File: config.mk
export PLATFORM = sky130hd
export DESIGN_NAME = ps2_event_queue
export DESIGN_NICKNAME = d
export VERILOG_FILES = /design/src/rtl/ps2_pkg.sv /design/src/rtl/sync_fifo.sv /design/src/rtl/ps2_event_queue.sv
export SDC_FILE = /design/constraint.sdc
export NUM_CORES = 1
export LEC_CHECK = 0
export BUFFER_PORTS_ARGS = -buffer_cell sky130_fd_sc_hd__buf_2
export CORE_ASPECT_RATIO = 0.9
export CORE_MARGIN = 8
export CORE_UTILIZATION = 45
export CTS_CLUSTER_DIAMETER = 40
export DETAILED_ROUTE_END_ITERATION = 10
export PLACE_DENSITY = 0.73
export SLEW_MARGIN = 20
export SYNTH_ARGS = -nofsm -noshare
export SYNTH_HDL_FRONTEND = slang
export SYNTH_SLANG_ARGS = --single-unit
File: constraint.sdc
create_clock -name clk50 -period 3.6 [get_ports clk50]
set_input_delay 0.18 -clock clk50 [delete_from_list [all_inputs] [get_ports clk50]]
set_output_delay 0.18 -clock clk50 [all_outputs]
set_load 0.1 [all_outputs]
File: src/rtl/ps2_pkg.sv
// Shared constants, event layout and decoder states for the PS/2 keyboard event queue.
package ps2_pkg;

   localparam logic [7:0] PS2_EXT    = 8'hE0;
   localparam logic [7:0] PS2_BRK    = 8'hF0;
   localparam logic [7:0] PS2_PAUSE  = 8'hE1;
   localparam logic [7:0] PS2_ACK    = 8'hFA;
   localparam logic [7:0] PS2_BAT    = 8'hAA;
   localparam logic [7:0] PS2_ECHO   = 8'hEE;
   localparam logic [7:0] PS2_ERR_00 = 8'h00;
   localparam logic [7:0] PS2_ERR_FF = 8'hFF;
   localparam logic [7:0] PS2_ERR_FC = 8'hFC;
   localparam logic [7:0] PS2_ERR_FD = 8'hFD;

   typedef struct packed {
      logic       rel;
      logic       ext;
      logic [5:0] pad;
      logic [7:0] code;
   } kbd_event_t;

   typedef enum logic [2:0] {IDLE, EXT, REL, EXT_REL, SKIP} dec_state_t;

   function automatic logic is_err_byte(input logic [7:0] b);
      return (b == PS2_ERR_00) || (b == PS2_ERR_FF) || (b == PS2_ERR_FC) || (b == PS2_ERR_FD);
   endfunction

   // Controller replies that never become key events.
   function automatic logic is_filtered(input logic [7:0] b);
      return (b == PS2_ACK) || (b == PS2_ECHO) || (b == PS2_BAT) || is_err_byte(b);
   endfunction

endpackage

File: src/rtl/sync_fifo.sv
// Show-ahead synchronous FIFO with exact occupancy count and simultaneous push/pop.
module sync_fifo #(
   parameter int DEPTH = 16,
   parameter int WIDTH = 16
) (
   input  logic                       clk50,
   input  logic                       rst,
   input  logic                       push,
   input  logic [WIDTH-1:0]           push_data,
   input  logic                       pop,
   output logic [WIDTH-1:0]           head,
   output logic                       valid,
   output logic                       full,
   output logic [$clog2(DEPTH):0]     count
);
   localparam int AW = $clog2(DEPTH);
   localparam int CW = AW + 1;

   logic [WIDTH-1:0] mem_r [DEPTH];
   logic [AW-1:0]    wr_ptr_r;
   logic [AW-1:0]    rd_ptr_r;
   logic [CW-1:0]    count_r;
   logic             do_pop_s;
   logic             do_push_s;

   assign valid = (count_r != CW'(0));
   assign full  = (count_r == CW'(DEPTH));
   assign count = count_r;
   assign head  = valid ? mem_r[rd_ptr_r] : {WIDTH{1'b0}};

   // A full FIFO still accepts a push when the head leaves in the same cycle.
   always_comb begin
      do_pop_s  = pop && valid;
      do_push_s = push && (!full || do_pop_s);
   end

   // Storage write port.
   always_ff @(posedge clk50) begin
      if (do_push_s) begin
         mem_r[wr_ptr_r] <= push_data;
      end
   end

   // Pointers wrap naturally because DEPTH is a power of two.
   always_ff @(posedge clk50) begin
      if (rst) begin
         wr_ptr_r <= {AW{1'b0}};
         rd_ptr_r <= {AW{1'b0}};
         count_r  <= {CW{1'b0}};
      end else begin
         if (do_push_s) wr_ptr_r <= wr_ptr_r + AW'(1);
         if (do_pop_s)  rd_ptr_r <= rd_ptr_r + AW'(1);
         case ({do_push_s, do_pop_s})
            2'b10:   count_r <= count_r + CW'(1);
            2'b01:   count_r <= count_r - CW'(1);
            default: count_r <= count_r;
         endcase
      end
   end

endmodule

File: src/rtl/ps2_event_queue.sv
// PS/2 set-2 byte decoder feeding a show-ahead event FIFO with IRQ and sticky status.
module ps2_event_queue
   import ps2_pkg::*;
#(
   parameter int DEPTH      = 16,
   parameter int PAUSE_SKIP = 7
) (
   input  logic                   clk50,
   input  logic                   rst,
   input  logic [7:0]             ps2_data,
   input  logic                   ps2_data_en,
   output logic [15:0]            rd_data,
   output logic                   rd_valid,
   input  logic                   rd_pop,
   output logic                   irq,
   output logic [$clog2(DEPTH):0] count,
   output logic                   overflow,
   output logic                   bat_ok,
   output logic                   dev_err,
   input  logic                   status_clr
);
   localparam int SW = $clog2(PAUSE_SKIP + 1);

   dec_state_t  state_r, state_s;
   logic [SW-1:0] skip_r, skip_s;
   kbd_event_t  ev_s;
   logic        push_s;
   logic        set_bat_s;
   logic        set_err_s;
   logic        full_s;
   logic        overflow_r, bat_ok_r, dev_err_r;

   // Next-state decode; the event is pushed in the same cycle as its final byte.
   always_comb begin
      state_s   = state_r;
      skip_s    = skip_r;
      push_s    = 1'b0;
      ev_s      = '{rel: 1'b0, ext: 1'b0, pad: 6'd0, code: ps2_data};
      set_bat_s = 1'b0;
      set_err_s = 1'b0;
      if (ps2_data_en) begin
         if ((state_r != SKIP) && is_filtered(ps2_data)) begin
            state_s   = IDLE;
            set_bat_s = (ps2_data == PS2_BAT);
            set_err_s = is_err_byte(ps2_data);
         end else begin
            case (state_r)
               IDLE: begin
                  if (ps2_data == PS2_EXT) begin
                     state_s = EXT;
                  end else if (ps2_data == PS2_BRK) begin
                     state_s = REL;
                  end else if (ps2_data == PS2_PAUSE) begin
                     state_s = SKIP;
                     skip_s  = SW'(PAUSE_SKIP);
                  end else begin
                     push_s = 1'b1;
                  end
               end
               EXT: begin
                  if (ps2_data == PS2_BRK) begin
                     state_s = EXT_REL;
                  end else if (ps2_data == PS2_EXT) begin
                     state_s = EXT;
                  end else begin
                     push_s   = 1'b1;
                     ev_s.ext = 1'b1;
                     state_s  = IDLE;
                  end
               end
               REL: begin
                  push_s   = 1'b1;
                  ev_s.rel = 1'b1;
                  state_s  = IDLE;
               end
               EXT_REL: begin
                  push_s   = 1'b1;
                  ev_s.rel = 1'b1;
                  ev_s.ext = 1'b1;
                  state_s  = IDLE;
               end
               SKIP: begin
                  if (skip_r <= SW'(1)) begin
                     push_s    = 1'b1;
                     ev_s.ext  = 1'b1;
                     ev_s.code = PS2_PAUSE;
                     skip_s    = SW'(0);
                     state_s   = IDLE;
                  end else begin
                     skip_s = skip_r - SW'(1);
                  end
               end
               default: begin
                  state_s = IDLE;
                  skip_s  = SW'(0);
               end
            endcase
         end
      end else begin
         state_s = state_r;
      end
   end

   // Decoder state registers.
   always_ff @(posedge clk50) begin
      if (rst) begin
         state_r <= IDLE;
         skip_r  <= SW'(0);
      end else begin
         state_r <= state_s;
         skip_r  <= skip_s;
      end
   end

   // Sticky status; a set in the same cycle as status_clr wins.
   always_ff @(posedge clk50) begin
      if (rst) begin
         overflow_r <= 1'b0;
         bat_ok_r   <= 1'b0;
         dev_err_r  <= 1'b0;
      end else begin
         overflow_r <= (push_s && full_s && !rd_pop) ? 1'b1 : (status_clr ? 1'b0 : overflow_r);
         bat_ok_r   <= set_bat_s ? 1'b1 : (status_clr ? 1'b0 : bat_ok_r);
         dev_err_r  <= set_err_s ? 1'b1 : (status_clr ? 1'b0 : dev_err_r);
      end
   end

   sync_fifo #(
      .DEPTH (DEPTH),
      .WIDTH (16)
   ) u_fifo (
      .clk50     (clk50),
      .rst       (rst),
      .push      (push_s),
      .push_data (ev_s),
      .pop       (rd_pop),
      .head      (rd_data),
      .valid     (rd_valid),
      .full      (full_s),
      .count     (count)
   );

   assign irq      = rd_valid;
   assign overflow = overflow_r;
   assign bat_ok   = bat_ok_r;
   assign dev_err  = dev_err_r;

endmodule

==> impl_results.md, run 1 <==
* Initial Util at 45.3%
* Hold Violations, Final at 0
* Final nets at between 500 and 600
* Mapped Area at just under 8000 um2
* Number of global-route vias before repair at 4381
* Combinational family with the most area after synthesis: multiplexers
* Power density over the cells at roughly 720 nW/um2
* GRT Overall Usage at 15.7%
* Compound-Gate Fraction of Synth Area at roughly 4.3%
* RSZ-0062 raised after global routing: no
* Antenna viol nets, final at 0
* First-pass GRT wire length at about 25 mm
* Hold crit path type: input pin to flop
* # IOs at 39
* Leak at 3.00 nW
* Synth top area share at 61.0%
* Fillers at around 1400
* #FFs+latches synth at 186
* Dominant synthesized flop cell: edfxtp_1
* CTS tree: done
* Share of post-route cells with drive strength above 1 at between 30% and 40%
* Synth async-reset ratio at 0%
* Total power at between 0.006 and 0.007 W
* Clock transition at path regs at 0.06 ns
* Grt ovf at 0
* Clock Latency Late Sink at roughly 0.43 ns
* # rows at 46
* Cts hold-fix bufs at 0
* End-of-flow core utilization at ~52%
* Vias at between 4000 and 5000
* Worst-path fanout max at 32
* Largest net degree at the start of global routing at 33
* Netlist cell types at 56
* Inserted Clock Buffers at 17
* Final count of pins violating max slew at 0
* Post-Layout Cell Count at 753
* CTS root buffer: clkbuf_16
* Relative slew slack at 29.6%
* Clock sink count at between 150 and 200
* WL met1 at between 6 and 7 mm
* H-tree depth at 4
* # DRC at 0
* VDD IR-drop max at 0.792 mV
* Longest Clk Path Bufs at 2
* Worst slew pin tran at around 1.1 ns
* Setup Buffers After CTS at 0
* CP Data Arrival Time at roughly 2.8 ns
* Metal3 WL at around 1.1 mm
* Area leader, netlist: edfxtp_1
* Top sig layer: met4
* Synth Area in Simple Gates at under 10%
* Setup TNS Final at 0 ns
* DR WL/cell at approximately 22 um
* Metal2 WL at between 8 and 9 mm
* Yosys Warn Count at 0
* Outcome: completed
* Cts repair resizes at 0
* Syn_area_per_cell at between 15 and 20 um2
* # setup viols final at 0
* Area Overhead vs Synth at 14.2%
* Startpoint types: flop
* Slack of the critical path at a little under 0.6 ns
* DP Cell Count at a little over 700
* Post-Synth XOR/XNOR Area at less than 1%
* Post-synth EDFFs at 160
* Number of max-cap violations at 0
* Final critical-path required period at 3.02 ns
* Part of the cycle the worst path needs at 83.8%
* FMAX at 331 MHz
* Mapped Cells at ~450
* DIE HEIGHT at 141 um
* Vias/cell at 5.53
* Dpl ws at 0.612 ns
* Area contributors post-synth: edfxtp_1, mux4_2, dfxtp_1, ha_1, nor2b_1
* Fin Clk Skew at roughly 0.0088 ns
* Placer Congestion at 0.883
* DR pass1 iterations at 4
* Total Wirelength at 16.2 mm
* Adder-cell share of the synthesized area at under 10%
* ANT cells at 0
* Initial antenna violation count at 0
* Hpwl dp at about 11 mm
* Core box area at around 17000 um2
* Multiplexer share of the synthesized area at 15.1%
* Die area at ~22000 um2
* Crit path kind: flop to primary output
* Worst EP required at 3.42 ns
* IO buf count at 32
* Cell with the most instances after synthesis: edfxtp_1
* Worst setup EP type: primary output
* Sequential-to-total area share from yosys stat at around 68%
* Most instantiated cells after synthesis: edfxtp_1, mux4_2, dfxtp_1
* Initial DRC count at 343
* Chip width at ~160 um
critical path: stages (launching register included):
cell and delay, ns:
dfxtp_2 0.54, buf_12 0.32, mux4_2 0.56, mux4_2 0.53, nor2b_1 0.16, buf_2 0.29
metrics by stage:
stage	hold slack (ns)	instance area (um2)
6_report	0.0716	8990
5_1_grt	0.0736	8990
3_5_place_dp	0.472	8440
4_1_cts	0.0508	8990
3_3_place_gp	0.445	8440
2_1_floorplan	0.328	7890
flip-flops by register name, indices dropped and copies added (netlist names), named ones only:
| signal | cells |
|---|---|
| bat_ok | 1 |
| u_fifo.wr_ptr_r | 4 |
| u_fifo.count | 5 |
| u_fifo.mem_r | 160 |
| dev_err | 1 |
| skip_r | 3 |
| u_fifo.rd_ptr_r | 4 |
| state_r | 3 |
| overflow | 1 |
layout by cell type (no fill, tap or decap), types with 5 or more instances in the layout:
master and instances:
nand3_1 5, conb_1 6, edfxtp_1 160, mux2i_1 5, nor4_2 8, buf_4 21
dfxtp_1 24, a21oi_1 9, mux4_2 50, inv_1 17, nand2_1 13, nor2b_1 15
nor2_1 23, clkbuf_16 17, ha_1 10, buf_2 32, o21ai_0 8
power by group:
part	switching [W]	total, W	internal (W)	leakage, nW
clock	0.000783	0.00174	0.000960	0.271
sequential	0.000109	0.00253	0.00242	1.65
combinational	0.00152	0.00217	0.000649	1.07
routing by layer:
metal	GRT usage [%]	vias to the layer above
met5	0	-
met4	4.95	0
met3	3.89	20
met2	25.4	117
met1	20.5	2155
li1	-	1875
cell type report:
class	instances	area, um2	area share, %
clock inverter	13	120	1.34
tap	240	300	3.34
sequential	186	5330	59.3
timing repair buffer	54	338	3.76
multi-input combinational	224	2410	26.8
inverter	17	63.8	0.710
clock buffer	19	433	4.82
final timing paths:
check | startpoint | endpoint | slack, ns | cells after the start
hold / removal | status_clr | overflow | 0.07 | 4
hold reg to reg | overflow | overflow | 0.48 | 2
setup reg to reg | skip_r[1] | u_fifo.count[4] | 0.63 | 11
setup / recovery | flop | rd_data[5] | 0.58 | 5
kinds of logic after synthesis:
| logic type | Yosys count |
|---|---|
| DFF | 186 |
| adders and majority gates | 11 |
| xor gates and xnor gates | 7 |
| AOI/OAI and AO/OA | 42 |
| buffers and inverters | 46 |
| other | 1 |
| and+or+nand+nor | 102 |
| muxes | 56 |
(Power assumes the default switching activity.)
==> inputs of run 2 (changes only) <==
--- a/config.mk
+++ b/config.mk
@@ -5,13 +5,14 @@
 export SDC_FILE = /design/constraint.sdc
 export NUM_CORES = 1
 export LEC_CHECK = 0
+export ABC_AREA = 1
 export BUFFER_PORTS_ARGS = -buffer_cell sky130_fd_sc_hd__buf_2
 export CORE_ASPECT_RATIO = 0.9
 export CORE_MARGIN = 8
 export CORE_UTILIZATION = 45
 export CTS_CLUSTER_DIAMETER = 40
 export DETAILED_ROUTE_END_ITERATION = 10
-export PLACE_DENSITY = 0.73
+export PLACE_DENSITY = 0.75
 export SLEW_MARGIN = 20
 export SYNTH_ARGS = -nofsm -noshare
 export SYNTH_HDL_FRONTEND = slang
==> constraint.sdc (replaced) <==
create_clock -name clk50 -period 2.4 [get_ports clk50]
set_input_delay 0.12 -clock clk50 [delete_from_list [all_inputs] [get_ports clk50]]
set_output_delay 0.12 -clock clk50 [all_outputs]
set_load 0.1 [all_outputs]
==> impl_results.md, run 2 <==
* Outcome: completed
* Power density over the cells at between 1000 and 1500 nW/um2
* Yosys Warn Count at 0
* DR WL/cell at 18.9 um
* Buffers and inverters on the worst path at 2
* Most frequent cells in the layout: edfxtp_1, nor2_1, o21ai_0
* Vias at approximately 5700
* DIE HEIGHT at roughly 140 um
* Share of post-route cells with drive strength above 1 at approximately a fifth
* Grt ovf at 0
* Largest register FFs at 160
* Hold crit path type: input pin to flop
* Setup TNS Final at 0 ns
* # setup viols final at 0
* Fin Clk Skew at between 0.01 and 0.015 ns
* Number of global-route vias before repair at roughly 5500
* Leak at 3.45 nW
* Post-synth EDFFs at 160
* DR pass1 iterations at 5
* Initial Util at a little under half
* Inserted Clock Buffers at 17
* Total power at 0.0124 W
* Hpwl dp at approximately 12 mm
* DP Cell Count at about 1000
* Worst setup EP type: primary output
* Clock Latency Late Sink at around 0.44 ns
* Area contributors post-synth: edfxtp_1, dfxtp_1, nor2_1, o21ai_0, o221ai_1
* Core box area at approximately 17000 um2
* Critical path's slowest cell: dfxtp_4
* Syn_area_per_cell at about 11 um2
* CP Data Arrival Time at approximately 2.2 ns
* # IOs at 39
* Clock sink count at between 150 and 200
* # DRC at 0
* First-pass GRT wire length at 29.5 mm
* Synth async-reset ratio at 0%
* Chip width at around 160 um
* Number of max-cap violations at 0
* Part of the cycle the worst path needs at 96.0%
* Initial antenna violation count at 2
* Commonest non-fill, non-tap cell in the layout: edfxtp_1
* Worst-path fanout max at 34
* Area Overhead vs Synth at 22.0%
* FMAX at approximately 430 MHz
* Worst-path cell chain: buf_8 -> o21ai_0 -> o221ai_1 -> nand3_1 -> a21oi_4 -> buf_12
* Clock transition at path regs at ~0.070 ns
* Cell with the most instances after synthesis: edfxtp_1
* Critical Path Max Stage Delay at between 0.4 and 0.5 ns
* Mapped Area at roughly 8000 um2
* Initial DRC count at around 640
* Netlist cell types at 35
* Final nets at between 700 and 800
* Most instantiated cells after synthesis: edfxtp_1, nor2_1, o21ai_0
* Largest net degree at the start of global routing at 53
* IO buf count at 32
* Worst Hold Launch: rd_pop
* Placer Congestion at between 0.8 and 0.9
* CTS root buffer: clkbuf_16
* Dominant synthesized flop cell: edfxtp_1
* Synth top area share at around three fifths
* Worst slew pin tran at roughly 0.66 ns
* Die area at 22100 um2
* Longest Clk Path Bufs at 2
* RSZ-0062 raised after global routing: yes
* CTS tree: done
* Sequential-to-total area share from yosys stat at between 60% and 70%
* #FFs+latches synth at 186
* Final count of pins violating max slew at 0
* Mapped Cells at between 700 and 800
* Total Wirelength at slightly below 20 mm
* # rows at 46
* VDD IR-drop max at between 1.5 and 2 mV
* H-tree depth at 4
* Antenna viol nets, final at 0
* Post-Layout Cell Count at approximately 1000
* Relative slew slack at a little under three fifths
* Area leader, netlist: edfxtp_1
* Reg-to-Reg Start: skip_r[1]
* Top reg by flops: u_fifo.mem_r
* Hold Violations, Final at 0
* CP delay by family, top: compound AO/OA/AOI/OAI gates
* Startpoint types: flop
* Hold WS at 0.129 ns
* Vias/cell at approximately 5.6
* Crit path kind: flop to primary output
* GRT Overall Usage at 17.3%
* Worst EP required at about 2.3 ns
* Final critical-path required period at about 2.3 ns
[run 2: changes by cell type after synthesis, moves of 6 or more]
cell | before | now
a21oi_1 | 9 | 33
buf_2 | 8 | 2
clkbuf_1 | 13 | 31
inv_1 | 17 | 39
mux4_2 | 50 | 0
nand2_1 | 13 | 59
nand3_1 | 5 | 27
nor2_1 | 23 | 135
nor2b_1 | 15 | 0
nor4_1 | 8 | 1
o21ai_0 | 8 | 98
o21ai_1 | 0 | 6
o221ai_1 | 0 | 30
o22ai_1 | 0 | 10
[run 2: logic make-up after synthesis]
logic type	Yosys count	share of synthesized area [%]
compound gates	182	13.4
xor+xnor	3	0.332
fa+ha+maj	11	1.83
buf+inv	83	4.30
flops	186	67.3
other cells	1	0.0474
simple gates	239	12.8
[run 2: final cells by class]
| class | instances | area (um2) |
|---|---|---|
| fill | 1405 | 7780 |
| multi-input combinational | 441 | 2470 |
| clock buffer | 18 | 429 |
| timing repair buffer | 79 | 796 |
| tap | 240 | 300 |
| clock inverter | 14 | 123 |
| inverter | 43 | 176 |
| sequential | 186 | 5350 |
| antenna | 1 | 2.50 |
[run 2: final timing paths]
path / to / slack (ns) / cells past startpoint
worst max-delay path: rd_data[14] / 0.1 / 6
worst min-delay path: u_fifo.count[4] / 0.13 / 5
worst max register to register: u_fifo.count[4] / 0.1 / 19
worst min register to register: dev_err / 0.47 / 2
[run 2: where the power goes]
part / internal, W / switching (W) / total [W]
clock: 0.00143 / 0.00120 / 0.00263
sequential: 0.00374 / 0.000180 / 0.00392
combinational: 0.00188 / 0.00398 / 0.00586
[run 2: repair_timing]
action | CTS | global route
cloned | 0 | 3
gates resized for setup | 3 | 27
pin swaps | 0 | 15
buffers inserted | 0 | 10
endpoints found under the hold margin | 8 | 0
hold buffers | 4 | 0
endpoints found under the setup margin | 2 | 146
[run 2: stage by stage]
| step | util (%) | setup WS [ns] | area [um2] |
|---|---|---|---|
| 2_1_floorplan | - | -0.174 | 8110 |
| 3_3_place_gp | 50.6 | 0.101 | 8820 |
| 3_5_place_dp | 50.6 | 0.0248 | 8820 |
| 4_1_cts | 54.0 | 0.00765 | 9410 |
| 5_1_grt | 55.4 | -0.0924 | 9650 |
| 6_report | 55.4 | 0.0959 | 9650 |
[run 2: routing by layer]
metal / up-vias / routed length (um) / global-route usage [%]
met5: - / 13 / 0
met4: 2 / 456 / 7.14
met3: 41 / 1510 / 4.50
met2: 265 / 9330 / 27.3
met1: 2743 / 7960 / 22.3
li1: 2645 / - / -
[run 2: worst min-delay path, cell delays in order]
cell	delay [ns]
buf_2	0.11
nand2_4	0.08
nand2_1	0.08
a21oi_1	0.07
nor2_1	0.07
